$ cat src/rtl/display_pkg.sv
// Shared constants, state type and helpers for the 7-segment display path.
package display_pkg;

  localparam int BLANK_CNT_W = 4;

  localparam logic [3:0] ANODES_OFF = 4'b1111;

  // Active-low cathode patterns, bit order {g,f,e,d,c,b,a}
  localparam logic [6:0] SEG_0     = 7'b1000000;
  localparam logic [6:0] SEG_1     = 7'b1111001;
  localparam logic [6:0] SEG_2     = 7'b0100100;
  localparam logic [6:0] SEG_3     = 7'b0110000;
  localparam logic [6:0] SEG_4     = 7'b0011001;
  localparam logic [6:0] SEG_5     = 7'b0010010;
  localparam logic [6:0] SEG_6     = 7'b0000010;
  localparam logic [6:0] SEG_7     = 7'b1111000;
  localparam logic [6:0] SEG_8     = 7'b0000000;
  localparam logic [6:0] SEG_9     = 7'b0010000;
  localparam logic [6:0] SEG_DASH  = 7'b0111111;
  localparam logic [6:0] SEG_BLANK = 7'b1111111;

  typedef enum logic [1:0] {
    IDLE,
    BLANK,
    SHOW
  } disp_state_e;

  // True when exactly one anode is enabled (active-low one-cold)
  function automatic logic is_one_cold(input logic [3:0] an);
    return (an == 4'b1110) || (an == 4'b1101) ||
           (an == 4'b1011) || (an == 4'b0111);
  endfunction

endpackage

$ cat src/rtl/bcd_to_seg.sv
// Combinational BCD to active-low 7-segment decoder with a blank override.
module bcd_to_seg
  import display_pkg::*;
(
  input  logic [3:0] bcd,
  input  logic       blank,
  output logic [6:0] seg_n
);

  // Blank wins; codes above 9 render as a dash so bad counts are visible
  always_comb begin
    seg_n = SEG_DASH;
    if (blank) begin
      seg_n = SEG_BLANK;
    end else begin
      case (bcd)
        4'd0:    seg_n = SEG_0;
        4'd1:    seg_n = SEG_1;
        4'd2:    seg_n = SEG_2;
        4'd3:    seg_n = SEG_3;
        4'd4:    seg_n = SEG_4;
        4'd5:    seg_n = SEG_5;
        4'd6:    seg_n = SEG_6;
        4'd7:    seg_n = SEG_7;
        4'd8:    seg_n = SEG_8;
        4'd9:    seg_n = SEG_9;
        default: seg_n = SEG_DASH;
      endcase
    end
  end

endmodule

$ cat src/rtl/seg_display_driver.sv
// 7-segment driver: frame-coherent digit capture, anti-ghosting blank gap
// at every anode change, leading-zero blanking and anode error detection.
module seg_display_driver
  import display_pkg::*;
#(
  parameter int BLANK_CYCLES = 4,
  parameter int LZ_BLANK     = 1
) (
  input  logic       clk,
  input  logic       rst,
  input  logic [3:0] an_in_n,
  input  logic       dp_in_n,
  input  logic [3:0] d0,
  input  logic [3:0] d1,
  input  logic [3:0] d2,
  input  logic [3:0] d3,
  output logic [3:0] an_n,
  output logic [6:0] seg_n,
  output logic       dp_n,
  output logic       anode_err
);

  // Counter counts down to zero, so the reload is one less than the gap
  localparam logic [BLANK_CNT_W-1:0] CNT_RELOAD =
    BLANK_CNT_W'((BLANK_CYCLES > 0) ? BLANK_CYCLES - 1 : 0);

  logic [3:0]             an_q, an_d;
  logic [3:0]             an_prev_q, an_prev_d;
  logic                   dp_q, dp_d;
  disp_state_e            state_q, state_d;
  logic [BLANK_CNT_W-1:0] cnt_q, cnt_d;
  logic [3:0]             tgt_q, tgt_d;
  logic [3:0]             sh0_q, sh0_d, sh1_q, sh1_d, sh2_q, sh2_d, sh3_q, sh3_d;
  logic [3:0]             an_n_q, an_n_d;
  logic [6:0]             seg_n_q, seg_n_d;
  logic                   dp_n_q, dp_n_d;
  logic                   err_q, err_d;

  logic                   capture;
  logic                   restart;
  logic [3:0]             digit_val;
  logic                   digit_blank;
  logic [6:0]             dec_seg_n;

  // Input stage, frame capture and error pulse detection
  always_comb begin
    an_d      = an_in_n;
    dp_d      = dp_in_n;
    an_prev_d = an_q;
    capture   = (an_in_n == 4'b1110) && (an_q != 4'b1110);
    sh0_d     = capture ? d0 : sh0_q;
    sh1_d     = capture ? d1 : sh1_q;
    sh2_d     = capture ? d2 : sh2_q;
    sh3_d     = capture ? d3 : sh3_q;
    err_d     = !is_one_cold(an_q) && (an_q != ANODES_OFF) && (an_q != an_prev_q);
  end

  // Next-state logic: any anode change restarts the blank gap toward the newest target
  always_comb begin
    state_d = state_q;
    cnt_d   = cnt_q;
    tgt_d   = tgt_q;
    restart = 1'b0;
    if (!is_one_cold(an_q)) begin
      state_d = IDLE;
      cnt_d   = '0;
      tgt_d   = ANODES_OFF;
    end else begin
      case (state_q)
        IDLE:    restart = 1'b1;
        SHOW:    restart = (an_q != tgt_q);
        BLANK: begin
          if (an_q != tgt_q) begin
            restart = 1'b1;
          end else if (cnt_q == '0) begin
            state_d = SHOW;
          end else begin
            cnt_d = cnt_q - BLANK_CNT_W'(1);
          end
        end
        default: state_d = IDLE;
      endcase
      if (restart) begin
        tgt_d   = an_q;
        cnt_d   = CNT_RELOAD;
        state_d = (BLANK_CYCLES == 0) ? SHOW : BLANK;
      end
    end
  end

  // Pick the shadow digit for the anode about to be driven
  always_comb begin
    digit_val   = sh0_q;
    digit_blank = 1'b0;
    case (tgt_d)
      4'b1110: digit_val = sh0_q;
      4'b1101: digit_val = sh1_q;
      4'b1011: digit_val = sh2_q;
      4'b0111: begin
        digit_val   = sh3_q;
        digit_blank = (LZ_BLANK != 0) && (sh3_q == 4'd0);
      end
      default: digit_val = sh0_q;
    endcase
  end

  bcd_to_seg u_dec (
    .bcd   (digit_val),
    .blank (digit_blank),
    .seg_n (dec_seg_n)
  );

  // Outputs are driven only in SHOW, otherwise everything is dark
  always_comb begin
    an_n_d  = ANODES_OFF;
    seg_n_d = SEG_BLANK;
    dp_n_d  = 1'b1;
    if (state_d == SHOW) begin
      an_n_d  = tgt_d;
      seg_n_d = dec_seg_n;
      dp_n_d  = dp_q;
    end
  end

  // State register with synchronous reset
  always_ff @(posedge clk) begin
    if (rst) begin
      an_q      <= ANODES_OFF;
      an_prev_q <= ANODES_OFF;
      dp_q      <= 1'b1;
      state_q   <= IDLE;
      cnt_q     <= '0;
      tgt_q     <= ANODES_OFF;
      sh0_q     <= '0;
      sh1_q     <= '0;
      sh2_q     <= '0;
      sh3_q     <= '0;
      an_n_q    <= ANODES_OFF;
      seg_n_q   <= SEG_BLANK;
      dp_n_q    <= 1'b1;
      err_q     <= 1'b0;
    end else begin
      an_q      <= an_d;
      an_prev_q <= an_prev_d;
      dp_q      <= dp_d;
      state_q   <= state_d;
      cnt_q     <= cnt_d;
      tgt_q     <= tgt_d;
      sh0_q     <= sh0_d;
      sh1_q     <= sh1_d;
      sh2_q     <= sh2_d;
      sh3_q     <= sh3_d;
      an_n_q    <= an_n_d;
      seg_n_q   <= seg_n_d;
      dp_n_q    <= dp_n_d;
      err_q     <= err_d;
    end
  end

  assign an_n      = an_n_q;
  assign seg_n     = seg_n_q;
  assign dp_n      = dp_n_q;
  assign anode_err = err_q;

endmodule

$ cat config.mk
export PLATFORM = sky130hd
export DESIGN_NAME = seg_display_driver
export DESIGN_NICKNAME = d
export VERILOG_FILES = /design/src/rtl/display_pkg.sv /design/src/rtl/bcd_to_seg.sv /design/src/rtl/seg_display_driver.sv
export SDC_FILE = /design/constraint.sdc
export NUM_CORES = 1
export LEC_CHECK = 0
export BUFFER_PORTS_ARGS = -buffer_cell sky130_fd_sc_hd__buf_2
export CAP_MARGIN = 20
export CORE_UTILIZATION = 53
export CTS_BUF_LIST = sky130_fd_sc_hd__clkbuf_4 sky130_fd_sc_hd__clkbuf_8
export DETAILED_ROUTE_END_ITERATION = 12
export PLACE_DENSITY = 0.75
export SYNTH_ARGS = -nofsm -noshare
export SYNTH_HDL_FRONTEND = slang
export SYNTH_SLANG_ARGS = --single-unit
$ cat constraint.sdc
create_clock -name clk -period 2.95 [get_ports clk]
set_input_delay 0.7375 -clock clk [delete_from_list [all_inputs] [get_ports clk]]
set_output_delay 0.7375 -clock clk [all_outputs]
set_load 0.01 [all_outputs]
==> impl_metrics.json, run 1 <==
{
  "fin_ws_ps": 184,
  "place_inst": 337,
  "critPathArrivalTime_ps": 2980,
  "cts_buffer_depth": 2,
  "synth-main-ff-cell": "dfxtp_1",
  "power.density_mw_per_mm2": 478,
  "diodes": 0,
  "cp_max_fo": 7,
  "cts_max_level": 2,
  "pin_count": 36,
  "syn_nets": 282,
  "area.growth.synth_to_final_pct": 18.9,
  "yosys.area_share.simple_pct": 20.1,
  "p_leak_nw": 1.09,
  "skew_ps": 3.98,
  "async_flop_share_pct": 0,
  "hold_class": "flip-flop to flip-flop",
  "die_area_mm2": 0.00473,
  "synth_seq_cells": 48,
  "synth_fa_ha_area_share_pct": 4.66,
  "vias": 1922,
  "yosysTopAreaCell": "dfxtp_1",
  "nFillCells": 348,
  "grt_overflow_total": 0,
  "relSlewSlack_pct": 59.1,
  "avgSynthCellArea_um2": 9.42,
  "critPathSlowestCell": "or4_4",
  "cts.sinks": 48,
  "grt_pass1_vias": 1665,
  "synth_common_cells": "dfxtp_1, mux2i_1, nor2_1",
  "drtIter0Drc": 72,
  "grt_usage_pct": 21.0,
  "die_x_um": 68.8,
  "start_util_pct": 57.0,
  "place_congestion": 0.848,
  "synth_area_mm2": 0.00236,
  "num_rows": 23,
  "worstSetupStartpointType": "flip-flop",
  "fin_nets": 328,
  "detail_route.wirelength_um": 4650,
  "synth_top_area_share_pct": 40.7,
  "status": "finished clean",
  "synth_area_leaders": "dfxtp_1, mux2i_1, ha_1",
  "place_ws_ps": 68.5,
  "fin_crit_ps": 2770,
  "final_cells": 348,
  "tritoncts": "built",
  "cts_buffers": 5,
  "routed_via_density": 5.52,
  "die_h_um": 68.8,
  "synth-xor-area-share_pct": 4.82,
  "wl_per_cell_um": 13.4,
  "finalSetupTns_ps": 0,
  "p_total_mw": 1.34,
  "coreArea_mm2": 0.00414,
  "endpoint_kind": "flip-flop",
  "syn_inst": 251,
  "required_ps": 3160,
  "cts-root-buf": "clkbuf_8",
  "synth_compound_area_share_pct": 14.9,
  "reg2regPathDepth": 12,
  "grt_max_degree": 30,
  "setup_viol": 0,
  "placed_cell_area_mm2": 0.00264,
  "grt_pass1_wl_um": 7350,
  "drive_gt1_share_pct": 29.5,
  "max_freq_mhz": 362,
  "synth_mux_area_share_pct": 10.6,
  "final_cell_area_mm2": 0.00281,
  "clk_pin_slew_worst_paths_ps": 80,
  "drv_slew": 0,
  "whs_path_depth": 1,
  "vdd.ir_drop.worst_mv": 0.340,
  "ys_types": 50,
  "portBuffers": 35,
  "cp_cell_sequence": "xor2_1 -> or4_4 -> a31oi_4 -> buf_12 -> mux2i_1 -> buf_4 -> a22oi_2 -> o21a_4 -> inv_2 -> ha_1 -> inv_1 -> o311ai_1",
  "hpwl_um": 3400,
  "first_pass_iters": 4,
  "clkLatencyLatePin_ps": 300,
  "max_slew.worst_pin.slew_ps": 608,
  "synth_most_common_cell": "dfxtp_1",
  "rsz0062_at_grt": "no",
  "antenna_found_initial": 0,
  "synth_top_family_by_area": "simple AND/OR/NAND/NOR gates",
  "hold_buffers": 0,
  "yosysWarnings": 0,
  "drc": 0,
  "hold_viol": 0,
  "synth_edf_count": 0,
  "fin_crit_sh_pct": 93.8,
  "critPathKind": "flip-flop to flip-flop",
  "synth_seq_area_share_pct": 40.7,
  "slowest_delay_ps": 530,
  "ant_nets": 0,
  "maxCapViolations": 0
}
==> report_power, final <==
part           internal [mW]  switching (mW)
clock                  0.261           0.204
sequential             0.665          0.0128
combinational         0.0942           0.107
total                   1.02           0.323
==> stage by stage <==
| step | utilization [%] | hold slack [ps] |
|---|---|---|
| after global placement | 63.8 | 393 |
| after CTS | 66.5 | 424 |
| after global routing | 67.8 | 457 |
| final | 67.8 | 418 |
| after detailed placement | 63.8 | 404 |
| after floorplan | - | 386 |
==> layout by cell type, fill, tap and decap left out, types with 3 or more instances in the layout <==
cell type,synthesis,final
a21oi_1,12,11
xnor2_1,4,4
nand2_1,21,21
clkbuf_8,0,5
mux2i_1,25,22
nor4_1,4,4
or2_2,9,9
nand3_1,3,3
xor2_1,9,9
o21ai_1,4,4
dfxtp_1,48,48
nand2b_1,3,3
and3_1,3,3
buf_4,2,16
buf_2,2,35
ha_1,8,8
a22oi_1,3,3
a211oi_1,3,3
inv_1,8,8
nand4_1,4,4
nand4b_1,6,6
nor2_1,25,25
==> critical path: cells and delay by family (launching register included) <==
family                     cells  cell delay, ps
AOI/OAI and AO/OA              4             630
xor gates and xnor gates       1             120
muxes                          1             280
DFF                            1             440
buffers and inverters          4             480
adders and majority gates      1             180
and+or+nand+nor                1             530
==> layer usage <==
metal  track usage [%]  wire, um  up-vias
met2              32.4      2160       51
met5                 0         0        -
met3              5.10       189        7
met1              28.4      2230      887
li1                  -         -      977
met4              7.91        69        0
==> cell families (layout without fill, tap and decap cells) <==
| logic type | count (synthesis) | after routing |
|---|---|---|
| mux | 25 | 25 |
| buf+inv | 22 | 69 |
| flops | 48 | 48 |
| xor+xnor | 13 | 13 |
| fa+ha+maj | 9 | 9 |
| compound gates | 44 | 44 |
| simple gates | 90 | 90 |
==> layout make-up <==
type / instances / area, um2 / share of cell area, %
Clock inverter: 2 / 35.0 / 1.25
Tap cell: 50 / 62.6 / 2.23
Inverter: 9 / 33.8 / 1.20
Multi-Input combinational cell: 181 / 1330 / 47.2
Timing Repair Buffer: 52 / 315 / 11.2
Sequential cell: 48 / 961 / 34.2
Clock buffer: 6 / 76.3 / 2.72
==> worst paths after layout <==
kind | start | to | slack, ps
worst max-delay path | tgt_q[1] | seg_n[2] | 180
worst min-delay path | dp_q | dp_n | 420
worst max register to register | tgt_q[1] | seg_n[2] | 180
worst min register to register | dp_q | dp_n | 420
==> sequential cells by signal, summed over array words and instances, names as in the netlist <==
register,flops
seg_n,7
an_n,4
an_prev_d,4
an_prev_q,4
cnt_q,4
sh0_q,4
sh1_q,4
sh2_q,4
sh3_q,4
tgt_q,4
state_q,2
anode_err,1
dp_n,1
dp_q,1
==> timing repair <==
action,in CTS,in global routing
buffers inserted,0,3
resized for setup,0,4
endpoints found under the setup margin,0,7
Note: power is estimated with default switching activity, not from simulation.
==> inputs of run 2 (changes only) <==
RECOVER_POWER = 100   (was default)
==> run 2 against run 1 <==
Net effect: routed wire length grew 1.8%; design area shrank 1.0%; via count shrank 0.31%; power grew 0.15%; final cell count is the same; first-iteration DRC count shrank 17%; maximum frequency is essentially flat; register-to-register slack is essentially flat; global-route usage is the same; sequential share of layout area grew 0.35 points; flip-flop and latch count is the same.
==> impl_metrics.json, run 2 (synthesized netlist as in run 1, its figures left out) <==
{
  "relSlewSlack_pct": 19.1,
  "die_x_um": 68.8,
  "grt_pass1_vias": 1665,
  "final_common_cell": "dfxtp_1",
  "skew_ps": 5.49,
  "vdd.ir_drop.worst_mv": 0.342,
  "max_slew.worst_pin.slew_ps": 1210,
  "coreArea_mm2": 0.00414,
  "wl_per_cell_um": 13.6,
  "grtUsageMet2_pct": 32.4,
  "largest_reg_flops": 7,
  "hold_viol": 0,
  "routed_via_density": 5.51,
  "first_pass_iters": 4,
  "switchingPower_mw": 0.327,
  "drtIter0Drc": 60,
  "groute.layer.met1.usage_pct": 28.4,
  "final_cell_mix": "dfxtp_1, nor2_1, mux2i_1, nand2_1, buf_2",
  "pin_count": 36,
  "holdWs_ps": 419,
  "status": "finished clean",
  "hpwl_um": 3400,
  "gr-usage-met3_pct": 5.10,
  "power_frac_clock_pct": 34.8,
  "fin_crit_sh_pct": 93.7,
  "critPathKind": "flip-flop to flip-flop",
  "num_rows": 23,
  "required_ps": 3160,
  "die_h_um": 68.8,
  "drc": 0,
  "grt_overflow_total": 0,
  "grt_pass1_wl_um": 7350,
  "maxCapViolations": 0,
  "cp_max_fo": 7,
  "area.growth.synth_to_final_pct": 17.7,
  "sequentialPowerShare_pct": 50.4,
  "regArea_um2": 961,
  "pwr-share-comb_pct": 14.8,
  "cts.sinks": 48,
  "top_usage_layer": "met2",
  "die_area_mm2": 0.00473,
  "nFillCells": 356,
  "multi_input_area_mm2": 0.00132,
  "critPathArrivalTime_ps": 2980,
  "antenna_found_initial": 0,
  "setup_viol": 0,
  "drv_slew": 0,
  "hold_buffers": 0,
  "start_util_pct": 57.0,
  "vias": 1916,
  "cts_max_level": 2,
  "drive_gt1_share_pct": 23.8,
  "clkLatencyLatePin_ps": 300,
  "clk_pin_slew_worst_paths_ps": 80,
  "hold_class": "flip-flop to flip-flop",
  "grt_usage_pct": 21.0,
  "cts-root-buf": "clkbuf_8",
  "final_util_pct": 67.1,
  "cts_buffers": 5,
  "rsz0062_at_grt": "no",
  "ant_nets": 0,
  "endpoint_kind": "flip-flop",
  "finalSetupTns_ps": 0,
  "place_congestion": 0.848,
  "portBuffers": 35,
  "fin_crit_ps": 2770,
  "grt_max_degree": 30,
  "power.density_mw_per_mm2": 484,
  "worstSetupStartpointType": "flip-flop",
  "max_freq_mhz": 362,
  "fin_nets": 328,
  "cts_buffer_depth": 2,
  "tritoncts": "built",
  "diodes": 0,
  "p_int_mw": 1.02,
  "p_total_mw": 1.34,
  "detail_route.wirelength_um": 4730,
  "netSwitchingFraction_pct": 24.3,
  "p_leak_nw": 1.07
}
-- run 2: critical path, stage by stage (launching register included) --
cell and delay (ps):
dfxtp_1 440, xor2_1 120, or4_4 530, a31oi_4 200, buf_12 150, mux2i_1 280, buf_4 180, a22oi_2 50
o21a_4 140, inv_2 120, ha_1 180, inv_1 40, o311ai_1 240
-- run 2: worst paths after layout --
path	end	slack, ps	cells after the start	start
setup / recovery	seg_n[2]	180	12	tgt_q[1]
hold / removal	dp_n	420	1	dp_q
setup reg to reg	seg_n[2]	180	12	tgt_q[1]
hold reg to reg	dp_n	420	1	dp_q
-- run 2: metrics by stage --
| step | worst slack [ps] | cells | area, um2 |
|---|---|---|---|
| global route | 53.0 | 348 | 2780 |
| global placement | 139 | 337 | 2640 |
| CTS | 50.5 | 345 | 2760 |
| floorplan | 81.2 | 251 | 2360 |
| finish | 185 | 348 | 2780 |
| detailed placement | 68.5 | 337 | 2640 |
-- run 2: repair_timing --
item	CTS	global route
buffers inserted	0	3
setup endpoints to repair	0	7
resized for setup	0	4
-- run 2: metal layers --
| metal | part of all wire, % | routed length (um) |
|---|---|---|
| met5 | 0 | 0 |
| met4 | 1.2 | 57 |
| met3 | 4.7 | 223 |
| met2 | 46 | 2160 |
| met1 | 48 | 2290 |
-- run 2: power by group through the flow --
stage,Sequential [mW],Combinational (mW),Clock (mW)
final,0.678,0.199,0.468
after global routing,0.680,0.218,0.508
after CTS,0.677,0.185,0.477
after detailed placement,0.692,0.184,0
after global placement,0.692,0.181,0
after floorplan,0.689,0.133,0
-- run 2: area by class of cell --
| type | instances | area share, % |
|---|---|---|
| multi-input combinational | 181 | 47.5 |
| sequential | 48 | 34.5 |
| timing repair buffer | 52 | 10.4 |
| clock buffer | 6 | 2.74 |
| tap | 50 | 2.25 |
| clock inverter | 2 | 1.26 |
| inverter | 9 | 1.21 |
==> inputs of run 3 (changes only) <==
RECOVER_POWER = default   (was 100)
clock period = 2.5 ns   (was 2.95 ns; I/O delays follow)
==> run 3 against run 2 <==
Net effect: utilization rose by 7.5 points; the run now ends with negative setup slack left; clock skew barely moved; largest power group unchanged; via count rose by 4.2%.
==> impl_metrics.json, run 3 (synthesized netlist as in run 1, its figures left out) <==
{
  "status": "finished with violations",
  "violations": "negative setup slack",
  "cts.sinks": 48,
  "required_ps": 2680,
  "max_slew.worst_pin.slew_ps": 456,
  "cts_buffer_depth": 2,
  "drive_gt1_share_pct": 38.6,
  "fin_crit_sh_pct": 104,
  "maxCapViolations": 0,
  "switchingPower_mw": 0.414,
  "start_util_pct": 57.0,
  "netSwitchingFraction_pct": 25.0,
  "max_freq_mhz": 384,
  "antenna_found_initial": 0,
  "grt_pass1_wl_um": 7970,
  "grt_overflow_total": 0,
  "skew_ps": 5.89,
  "hold_viol": 0,
  "final_cell_mix": "dfxtp_1, buf_2, buf_4, nor2_1, mux2i_1",
  "cp_cell_sequence": "xor2_1 -> or4_4 -> a31oi_4 -> buf_12 -> mux2i_4 -> a22oi_1 -> o21ai_2 -> inv_2 -> ha_4 -> nand2b_1 -> nand4_1",
  "die_x_um": 68.8,
  "hpwl_um": 3560,
  "cp_max_fo": 6,
  "pin_count": 36,
  "endpoint_kind": "flip-flop",
  "power.density_mw_per_mm2": 535,
  "fin_crit_ps": 2600,
  "detail_route.wirelength_um": 5150,
  "grt_pass1_vias": 1739,
  "clk_pin_slew_worst_paths_ps": 80,
  "worstSetupStartpointType": "flip-flop",
  "die_area_mm2": 0.00473,
  "vias": 1996,
  "ant_nets": 0,
  "rsz0062_at_grt": "yes",
  "largest_reg_flops": 7,
  "tritoncts": "built",
  "fin_ws_ps": -104,
  "die_h_um": 68.8,
  "power_frac_clock_pct": 34.0,
  "first_pass_iters": 4,
  "clkLatencyLatePin_ps": 300,
  "r2r-start": "an_prev_d[3]",
  "final_common_cell": "dfxtp_1",
  "slowest_delay_ps": 560,
  "cts-root-buf": "clkbuf_8",
  "p_leak_nw": 1.21,
  "num_rows": 23,
  "grt_usage_pct": 23.4,
  "drv_slew": 0,
  "sequentialPowerShare_pct": 48.3,
  "vdd.ir_drop.worst_mv": 0.359,
  "hold_class": "flip-flop to flip-flop",
  "wl_met3_um": 229,
  "place_congestion": 0.858,
  "wl_per_cell_um": 14.0,
  "place_inst": 354,
  "pwr-share-comb_pct": 17.7,
  "wl_met1_um": 2470,
  "setup_viol": 7,
  "cts_max_level": 2,
  "coreArea_mm2": 0.00414,
  "fin_nets": 349,
  "critPathArrivalTime_ps": 2790,
  "drtIter0Drc": 63,
  "grt_max_degree": 29,
  "final_cells": 369,
  "critPathKind": "flip-flop to flip-flop",
  "portBuffers": 35,
  "relSlewSlack_pct": 69.5,
  "diodes": 0,
  "nFillCells": 309,
  "critPathSlowestCell": "or4_4",
  "finalSetupTns_ps": -449,
  "critPathLaunch": "an_prev_d[3]",
  "cts_buffers": 5,
  "routed_via_density": 5.41,
  "wl_met2_um": 2390,
  "worstHoldStart": "dp_q",
  "area.growth.synth_to_final_pct": 30.8,
  "p_int_mw": 1.24,
  "drc": 0,
  "top_layer_used": "met4"
}
==> run 3: worst paths after layout <==
path,endpoint,slack (ps),cells after the start
worst max-delay path,seg_n[3],-100,11
worst min-delay path,dp_n,410,1
worst max register to register,seg_n[3],-100,11
worst min register to register,dp_n,410,1
==> run 3: timing repair <==
action	CTS	global route
gates resized for setup	15	10
hold buffers	0	0
endpoints found under the setup margin	7	7
buffers inserted	5	2
pin swaps	9	7
hold endpoints to repair	0	0
==> run 3: cell type report <==
type / count / area, um2 / area share, %
Clock buffer: 6 / 76.3 / 2.47
Clock inverter: 2 / 35.0 / 1.13
Inverter: 9 / 36.3 / 1.17
Multi-Input combinational cell: 181 / 1430 / 46.2
Sequential cell: 48 / 963 / 31.2
Tap cell: 50 / 62.6 / 2.02
Timing Repair Buffer: 73 / 488 / 15.8
==> run 3: power groups by stage <==
stage / registers, mW / logic [mW] / clock network, mW
after floorplan: 0.814 / 0.161 / 0
after global placement: 0.814 / 0.244 / 0
after detailed placement: 0.815 / 0.249 / 0
after CTS: 0.797 / 0.276 / 0.570
after global routing: 0.800 / 0.318 / 0.596
final: 0.798 / 0.292 / 0.563
==> run 3: per-stage QoR <==
stage	setup slack, ps	cell area (um2)	hold WS [ps]	total power [mW]	util (%)
5_1_grt	-215	3090	468	1.71	74.6
2_1_floorplan	-206	2380	386	0.975	-
3_3_place_gp	-128	2790	391	1.06	67.2
4_1_cts	-114	3010	415	1.64	72.7
6_report	-104	3090	411	1.65	74.6
3_5_place_dp	-195	2790	394	1.06	67.2
==> run 3: critical path: cells and delay by family (launching register included) <==
family	cells	cell delay, ps
buffers and inverters	2	230
DFF	1	330
xor gates and xnor gates	1	160
AOI/OAI and AO/OA	3	500
and+or+nand+nor	3	720
adders and majority gates	1	270
muxes	1	260
==> run 3: layer usage <==
layer	vias to the layer above	GRT usage, %
met5	-	0
met3	6	6.25
met4	0	8.42
met1	933	30.4
met2	40	37.4
li1	1017	-
